===== config.mk =====
export PLATFORM = sky130hd
export DESIGN_NAME = tone_arbiter
export DESIGN_NICKNAME = d
export VERILOG_FILES = /design/src/rtl/tone_pkg.sv /design/src/rtl/tone_prio_enc.sv /design/src/rtl/tone_arbiter.sv
export SDC_FILE = /design/constraint.sdc
export NUM_CORES = 1
export LEC_CHECK = 0
export ABC_AREA = 1
export CAP_MARGIN = 20
export CORE_MARGIN = 3
export CORE_UTILIZATION = 35
export CTS_BUF_LIST = sky130_fd_sc_hd__clkbuf_4 sky130_fd_sc_hd__clkbuf_8
export DETAILED_ROUTE_END_ITERATION = 8
export PLACE_DENSITY = 0.79
export SYNTH_ARGS = -nofsm -noshare
export SYNTH_HDL_FRONTEND = slang
export SYNTH_HIERARCHICAL = 1
export SYNTH_SLANG_ARGS = --single-unit

===== constraint.sdc =====
create_clock -name clk -period 1.7 [get_ports clk]
set_clock_uncertainty 0.1 [all_clocks]
set_input_delay 0.34 -clock clk [delete_from_list [all_inputs] [get_ports clk]]
set_output_delay 0.34 -clock clk [all_outputs]
set_load 0.01 [all_outputs]

===== src/rtl/tone_pkg.sv =====
// tone_pkg: shared types and helpers for the tone arbiter.
// Holds the 2-bit arbiter state encoding, default field widths and the
// gap counter width helper.
package tone_pkg;

    typedef enum logic [1:0] {
        ST_IDLE = 2'd0,
        ST_LOAD = 2'd1,
        ST_PLAY = 2'd2,
        ST_GAP  = 2'd3
    } tone_state_e;

    localparam int DEF_FREQ_W = 32;
    localparam int DEF_DUR_W  = 32;

    // Bits needed to hold GAP_CYCLES-1; never less than one bit.
    function automatic int gap_cnt_w(input int gap_cycles);
        int w;
        w = 1;
        while ((32'd1 << w) < gap_cycles) begin
            w = w + 1;
        end
        return w;
    endfunction

endpackage


===== src/rtl/tone_prio_enc.sv =====
// tone_prio_enc: combinational lowest-index-first priority encoder.
// Produces a valid flag, the one-hot winner and its binary index.
module tone_prio_enc #(
    parameter int N     = 3,
    parameter int IDX_W = (N > 1) ? $clog2(N) : 1
) (
    input  logic [N-1:0]     i_vec,
    output logic             o_valid,
    output logic [N-1:0]     o_onehot,
    output logic [IDX_W-1:0] o_idx
);

    localparam logic [N-1:0] ONE = {{(N-1){1'b0}}, 1'b1};

    // Isolate the lowest set bit and convert it to a binary index.
    always_comb begin
        o_valid  = |i_vec;
        o_onehot = i_vec & (~i_vec + ONE);
        o_idx    = '0;
        for (int i = 0; i < N; i++) begin
            o_idx = o_idx | (o_onehot[i] ? IDX_W'(i) : {IDX_W{1'b0}});
        end
    end

endmodule


===== src/rtl/tone_arbiter.sv =====
// tone_arbiter: fixed-priority sharing of one PWM tone generator.
// Index 0 is the highest priority. The winner's frequency and duration are
// latched, the generator enable/done handshake is sequenced and a silent gap
// is inserted after every note.
// Optional feature: define TONE_ARB_PREEMPT_EN to let a higher-priority
// request abort a playing note; without it abort stays low.
module tone_arbiter
    import tone_pkg::*;
#(
    parameter int NUM_REQ    = 3,
    parameter int FREQ_W     = DEF_FREQ_W,
    parameter int DUR_W      = DEF_DUR_W,
    parameter int GAP_CYCLES = 16
) (
    input  logic                      clk,
    input  logic                      reset_n,
    input  logic [NUM_REQ-1:0]        req,
    input  logic [NUM_REQ*FREQ_W-1:0] req_freq,
    input  logic [NUM_REQ*DUR_W-1:0]  req_dur,
    input  logic                      pause,
    output logic [NUM_REQ-1:0]        grant,
    output logic [NUM_REQ-1:0]        ack,
    output logic [NUM_REQ-1:0]        abort,
    output logic                      busy,
    output logic [FREQ_W-1:0]         gen_freq,
    output logic [DUR_W-1:0]          gen_dur,
    output logic                      gen_enable,
    input  logic                      gen_done
);

    localparam int IDX_W = $clog2(NUM_REQ);
    localparam int CNT_W = gap_cnt_w(GAP_CYCLES);
    // A gap is always at least one cycle, even for GAP_CYCLES of 0 or 1.
    localparam logic [CNT_W-1:0] GAP_LOAD =
        (GAP_CYCLES > 1) ? CNT_W'(GAP_CYCLES - 1) : {CNT_W{1'b0}};

    tone_state_e          r_state;
    logic [IDX_W-1:0]     r_cur_id;
    logic [NUM_REQ-1:0]   r_grant;
    logic [NUM_REQ-1:0]   r_ack;
    logic [NUM_REQ-1:0]   r_abort;
    logic [FREQ_W-1:0]    r_gen_freq;
    logic [DUR_W-1:0]     r_gen_dur;
    logic [CNT_W-1:0]     r_gap_cnt;

    logic                 w_pick_valid;
    logic [NUM_REQ-1:0]   w_pick_onehot;
    logic [IDX_W-1:0]     w_pick_idx;
    logic                 w_preempt;

    tone_prio_enc #(.N(NUM_REQ), .IDX_W(IDX_W)) u_pick (
        .i_vec    (req),
        .o_valid  (w_pick_valid),
        .o_onehot (w_pick_onehot),
        .o_idx    (w_pick_idx)
    );

`ifdef TONE_ARB_PREEMPT_EN
    logic [NUM_REQ-1:0]   w_hi_req;
    logic [NUM_REQ-1:0]   w_pre_onehot;
    logic [IDX_W-1:0]     w_pre_idx;

    // grant is one-hot while playing, so grant-1 masks the indices below it.
    assign w_hi_req = req & (r_grant - {{(NUM_REQ-1){1'b0}}, 1'b1});

    tone_prio_enc #(.N(NUM_REQ), .IDX_W(IDX_W)) u_preempt (
        .i_vec    (w_hi_req),
        .o_valid  (w_preempt),
        .o_onehot (w_pre_onehot),
        .o_idx    (w_pre_idx)
    );
`else
    assign w_preempt = 1'b0;
`endif

    // Arbitration FSM: pick, load, play, then enforced silent gap.
    always_ff @(posedge clk or negedge reset_n) begin
        if (!reset_n) begin
            r_state    <= ST_IDLE;
            r_cur_id   <= '0;
            r_grant    <= '0;
            r_ack      <= '0;
            r_abort    <= '0;
            r_gen_freq <= '0;
            r_gen_dur  <= '0;
            r_gap_cnt  <= '0;
        end else begin
            r_ack   <= '0;
            r_abort <= '0;
            case (r_state)
                ST_IDLE: begin
                    if (w_pick_valid) begin
                        r_cur_id   <= w_pick_idx;
                        r_grant    <= w_pick_onehot;
                        r_gen_freq <= req_freq[int'(w_pick_idx)*FREQ_W +: FREQ_W];
                        r_gen_dur  <= req_dur[int'(w_pick_idx)*DUR_W +: DUR_W];
                        r_state    <= ST_LOAD;
                    end else begin
                        r_state    <= ST_IDLE;
                    end
                end
                ST_LOAD: begin
                    if (r_gen_dur == {DUR_W{1'b0}}) begin
                        // Nothing to play: complete without enabling the generator.
                        r_ack     <= r_grant;
                        r_grant   <= '0;
                        r_gap_cnt <= GAP_LOAD;
                        r_state   <= ST_GAP;
                    end else begin
                        r_state   <= ST_PLAY;
                    end
                end
                ST_PLAY: begin
                    if (gen_done && !pause) begin
                        r_ack     <= r_grant;
                        r_grant   <= '0;
                        r_gap_cnt <= GAP_LOAD;
                        r_state   <= ST_GAP;
                    end else if (w_preempt) begin
                        r_abort   <= r_grant;
                        r_grant   <= '0;
                        r_gap_cnt <= GAP_LOAD;
                        r_state   <= ST_GAP;
                    end else if (!req[r_cur_id]) begin
                        r_grant   <= '0;
                        r_gap_cnt <= GAP_LOAD;
                        r_state   <= ST_GAP;
                    end else begin
                        r_state   <= ST_PLAY;
                    end
                end
                ST_GAP: begin
                    if (r_gap_cnt == {CNT_W{1'b0}}) begin
                        r_state   <= ST_IDLE;
                    end else begin
                        r_gap_cnt <= r_gap_cnt - {{(CNT_W-1){1'b0}}, 1'b1};
                    end
                end
                default: begin
                    r_grant <= '0;
                    r_state <= ST_IDLE;
                end
            endcase
        end
    end

    // Enable follows the state register directly so reset silences at once.
    assign gen_enable = (r_state == ST_PLAY) & ~pause;
    assign busy       = (r_state != ST_IDLE);
    assign grant      = r_grant;
    assign ack        = r_ack;
    assign abort      = r_abort;
    assign gen_freq   = r_gen_freq;
    assign gen_dur    = r_gen_dur;

endmodule


==> flow_summary.yaml <==
sta:
  fin_crit_ps: 1686
  fmax_mhz: 593.0
  setup_violations: 0
  timing.final.crit_share_pct: 99.20
  hold_violations: 0
  rsz0062_at_grt: "yes"
  drv_slew: 0
worst_setup_path:
  worstPathArrival_ps: 1250
  cpMaxStageDelayCell: "dfrtp_1"
  worstPathCellList: "buf_6 -> ha_4 -> inv_2 -> nor2_1 -> buf_2"
  critPathBufInv: 3
  crit_path_end_kind: "primary output"
  cpPeakStageDelay_ps: 400
  critPathLaunchType: "register"
  worst-path-max-fanout: 2
  path_delay_family: "flip-flops"
  critPathRequiredTime_ps: 1260
  path_class: "register to primary output"
die:
  die-height_um: 120.7
  rows: 41
  core-area_sq_um: 12720
  dieWidth_um: 120.7
  floorplan.initialDensity_pct: 36.16
  io_pins: 274
  die-area_sq_um: 14560
synthesis:
  yosysSeqAreaShare_pct: 42.43
  ys.flop_type: "dfrtp_1"
  post_synth_and_or_nand_nor_area_fraction_pct: 30.79
  syn_area_per_cell_sq_um: 7.291
  synth_cell_types: 29
  synth_top_family_by_area: "simple AND/OR/NAND/NOR gates"
  muxShareOfSynthArea_pct: 0
  synthAdderAreaFrac_pct: 2.176
  synth-seq-cells: 78
  synth_edf_count: 0
  yosysWarnings: 6
  synth_xor_area_share_pct: 0.3807
  synth_compound_area_share_pct: 16.10
  synthCells: 631
  syn-cell-area_sq_um: 4601
  synthArstFlopShare_pct: 100.0
layout:
  nFillCells: 1146
  area_delta_synth_final_pct: 79.63
  antenna_cells: 0
  nNetsFinal: 1135
  multi_input_area_sq_um: 2415
  stdcell_count: 1105
  seqCellArea_sq_um: 1952
  fin_area_sq_um: 8264
  drive_gt1_share_pct: 12.86
grt:
  antenna_found_initial: 0
  grt.overflow.total: 0
  grt_pass1_vias: 5406
  grt_pass1_wl_mm: 26.95
  grt_max_degree: 55
  grt_util_all_layers_pct: 23.13
outcome:
  status: "finished clean"
power:
  powerDensity_nw_per_um2: 1358
  clkPwrFrac_pct: 15.1
  switching_share_pct: 40.10
  power_frac_seq_pct: 30.0
  p_comb_share_pct: 54.8
  cellLeakagePower_uw: 0.003558
  power.net_switching_uw: 4502
  intPower_uw: 6724
  ir_worst_vdd_mv: 0.6041
clock_network:
  numCtsBuffers: 9
  clockBufferDepth: 2
  clk_latency_ps: 360
  cts_tree: "done"
  htree_levels: 3
  clkSlewWorstSetupHoldPaths_ps: 90
  cts_sinks: 78
  cts_root_buf: "clkbuf_8"
detailed_routing:
  via_per_inst: 5.028
  drt-pass1-iter-count: 5
  postRouteAntennaNets: 0
  routed_wl_mm: 18.67
  drt_first_iter_violations: 308
  post_drt_wl_per_cell_um: 16.90
  vias: 5556
  drcViolationCount: 0
placement:
  dp_hpwl_mm: 13.35
  gp_congestion: 0.8664
  dp_cells: 1066
  place_area_sq_um: 7684
  port_buffers: 270
hold_path:
  hp-class: "input pin to asynchronous set/reset pin"
flow_run:
  maxCapViolCount: 0
==> sequential cells by signal, summed over array words and instances (netlist names) <==
name and flops:
ack 3, gen_dur 32, gen_freq 32, grant 3
r_cur_id 2, r_gap_cnt 4, r_state 2
==> per-stage QoR <==
| step | power (uW) | TNS, ps | hold WS (ps) | util (%) | setup slack, ps |
|---|---|---|---|---|---|
| 2_1_floorplan | 6110 | 0 | -55.59 | - | 108.3 |
| 3_3_place_gp | 9264 | -21050 | 181.1 | 60.40 | -338.8 |
| 3_5_place_dp | 9385 | -23270 | 181.6 | 60.40 | -395.5 |
| 4_1_cts | 10650 | -141.9 | 342.9 | 62.27 | -141.9 |
| 5_1_grt | 12000 | -195.9 | 371.1 | 64.96 | -49.81 |
| 6_report | 11230 | 0 | 334.0 | 64.96 | 13.55 |
==> logic make-up after synthesis <==
family,count (synthesis)
and+or+nand+nor,351
AOI/OAI and AO/OA,118
other,1
buffers and inverters,73
DFF,78
xor gates and xnor gates,2
adders and majority gates,8
==> cells in the mapped netlist (3+ instances only) <==
| master | count | share of area (%) |
|---|---|---|
| nor2_1 | 198 | 16 |
| nand2_1 | 106 | 8.6 |
| dfrtp_1 | 78 | 42 |
| o21ai_1 | 45 | 4.9 |
| a31oi_1 | 43 | 5.8 |
| nand3_1 | 29 | 3.2 |
| o311ai_1 | 21 | 4.0 |
| inv_1 | 20 | 1.6 |
| buf_2 | 17 | 1.8 |
| clkbuf_1 | 12 | 0.98 |
| buf_4 | 8 | 1.3 |
| ha_1 | 8 | 2.2 |
| inv_2 | 7 | 0.57 |
| nand4_1 | 7 | 0.95 |
| buf_6 | 6 | 1.5 |
| a21oi_1 | 5 | 0.54 |
| buf_1 | 3 | 0.24 |
| nand2_2 | 3 | 0.41 |
| nor2_2 | 3 | 0.41 |
==> power by group through the flow <==
stage | combinational [uW] | sequential [uW] | clock (uW)
after global placement | 5860 | 3400 | 0
final | 6160 | 3370 | 1700
after CTS | 5570 | 3360 | 1720
after global routing | 6720 | 3490 | 1790
after floorplan | 2420 | 3690 | 0
after detailed placement | 5950 | 3430 | 0
==> path summary, 6_finish.rpt <==
| kind | from | end | slack [ps] | cells past startpoint |
|---|---|---|---|---|
| max | r_state[1]$_DFFE_PN0P_ | gen_enable | 10 | 5 |
| min | reset_n | gen_dur[22]$_DFFE_PN0P_ | 330 | 2 |
| max reg2reg | r_state[0]$_DFFE_PN0P_ | r_gap_cnt[1]$_DFFE_PN0P_ | 30 | 9 |
| min reg2reg | gen_freq[17]$_DFFE_PN0P_ | gen_freq[17]$_DFFE_PN0P_ | 390 | 2 |
| max in group asynchronous | reset_n | gen_freq[10]$_DFFE_PN0P_ | 610 | 3 |
| min in group clk | gen_freq[17]$_DFFE_PN0P_ | gen_freq[17]$_DFFE_PN0P_ | 390 | 2 |
==> layer usage <==
| metal | global-route usage (%) | share of wire (%) | up-vias |
|---|---|---|---|
| met2 | 41.04 | 51 | 227 |
| met3 | 5.332 | 6.8 | 35 |
| met5 | 0 | 0 | - |
| met4 | 8.003 | 2.6 | 0 |
| li1 | - | - | 2678 |
| met1 | 27.39 | 40 | 2616 |
==> final cells by class <==
class,count,share of cell area [%]
multi-input combinational,482,29.22
clock inverter,7,1.363
clock buffer,9,1.499
inverter,27,1.469
tap,172,2.604
timing repair buffer,330,40.23
sequential,78,23.62
==> placed cells by master, fill, tap and decap left out, types with 9 or more instances in the layout <==
| cell | count |
|---|---|
| nand2_1 | 103 |
| inv_2 | 9 |
| a31oi_1 | 43 |
| clkdlybuf4s50_1 | 196 |
| nand3_1 | 28 |
| clkbuf_8 | 9 |
| dfrtp_1 | 78 |
| inv_1 | 15 |
| dlygate4sd2_1 | 68 |
| buf_4 | 39 |
| o311ai_1 | 16 |
| nor2_1 | 193 |
| buf_12 | 12 |
| o21ai_1 | 45 |
==> what timing repair did <==
| item | 4_1_cts | 5_1_grt |
|---|---|---|
| endpoints found under the setup margin | 81 | 75 |
| gates cloned | 0 | 4 |
| pin swaps | 2 | 8 |
| buffers inserted | 6 | 12 |
| hold buffers | 1 | 0 |
| gates resized for setup | 80 | 41 |
| endpoints found under the hold margin | 24 | 0 |
No activity file was read; power rests on OpenSTA's default activity.
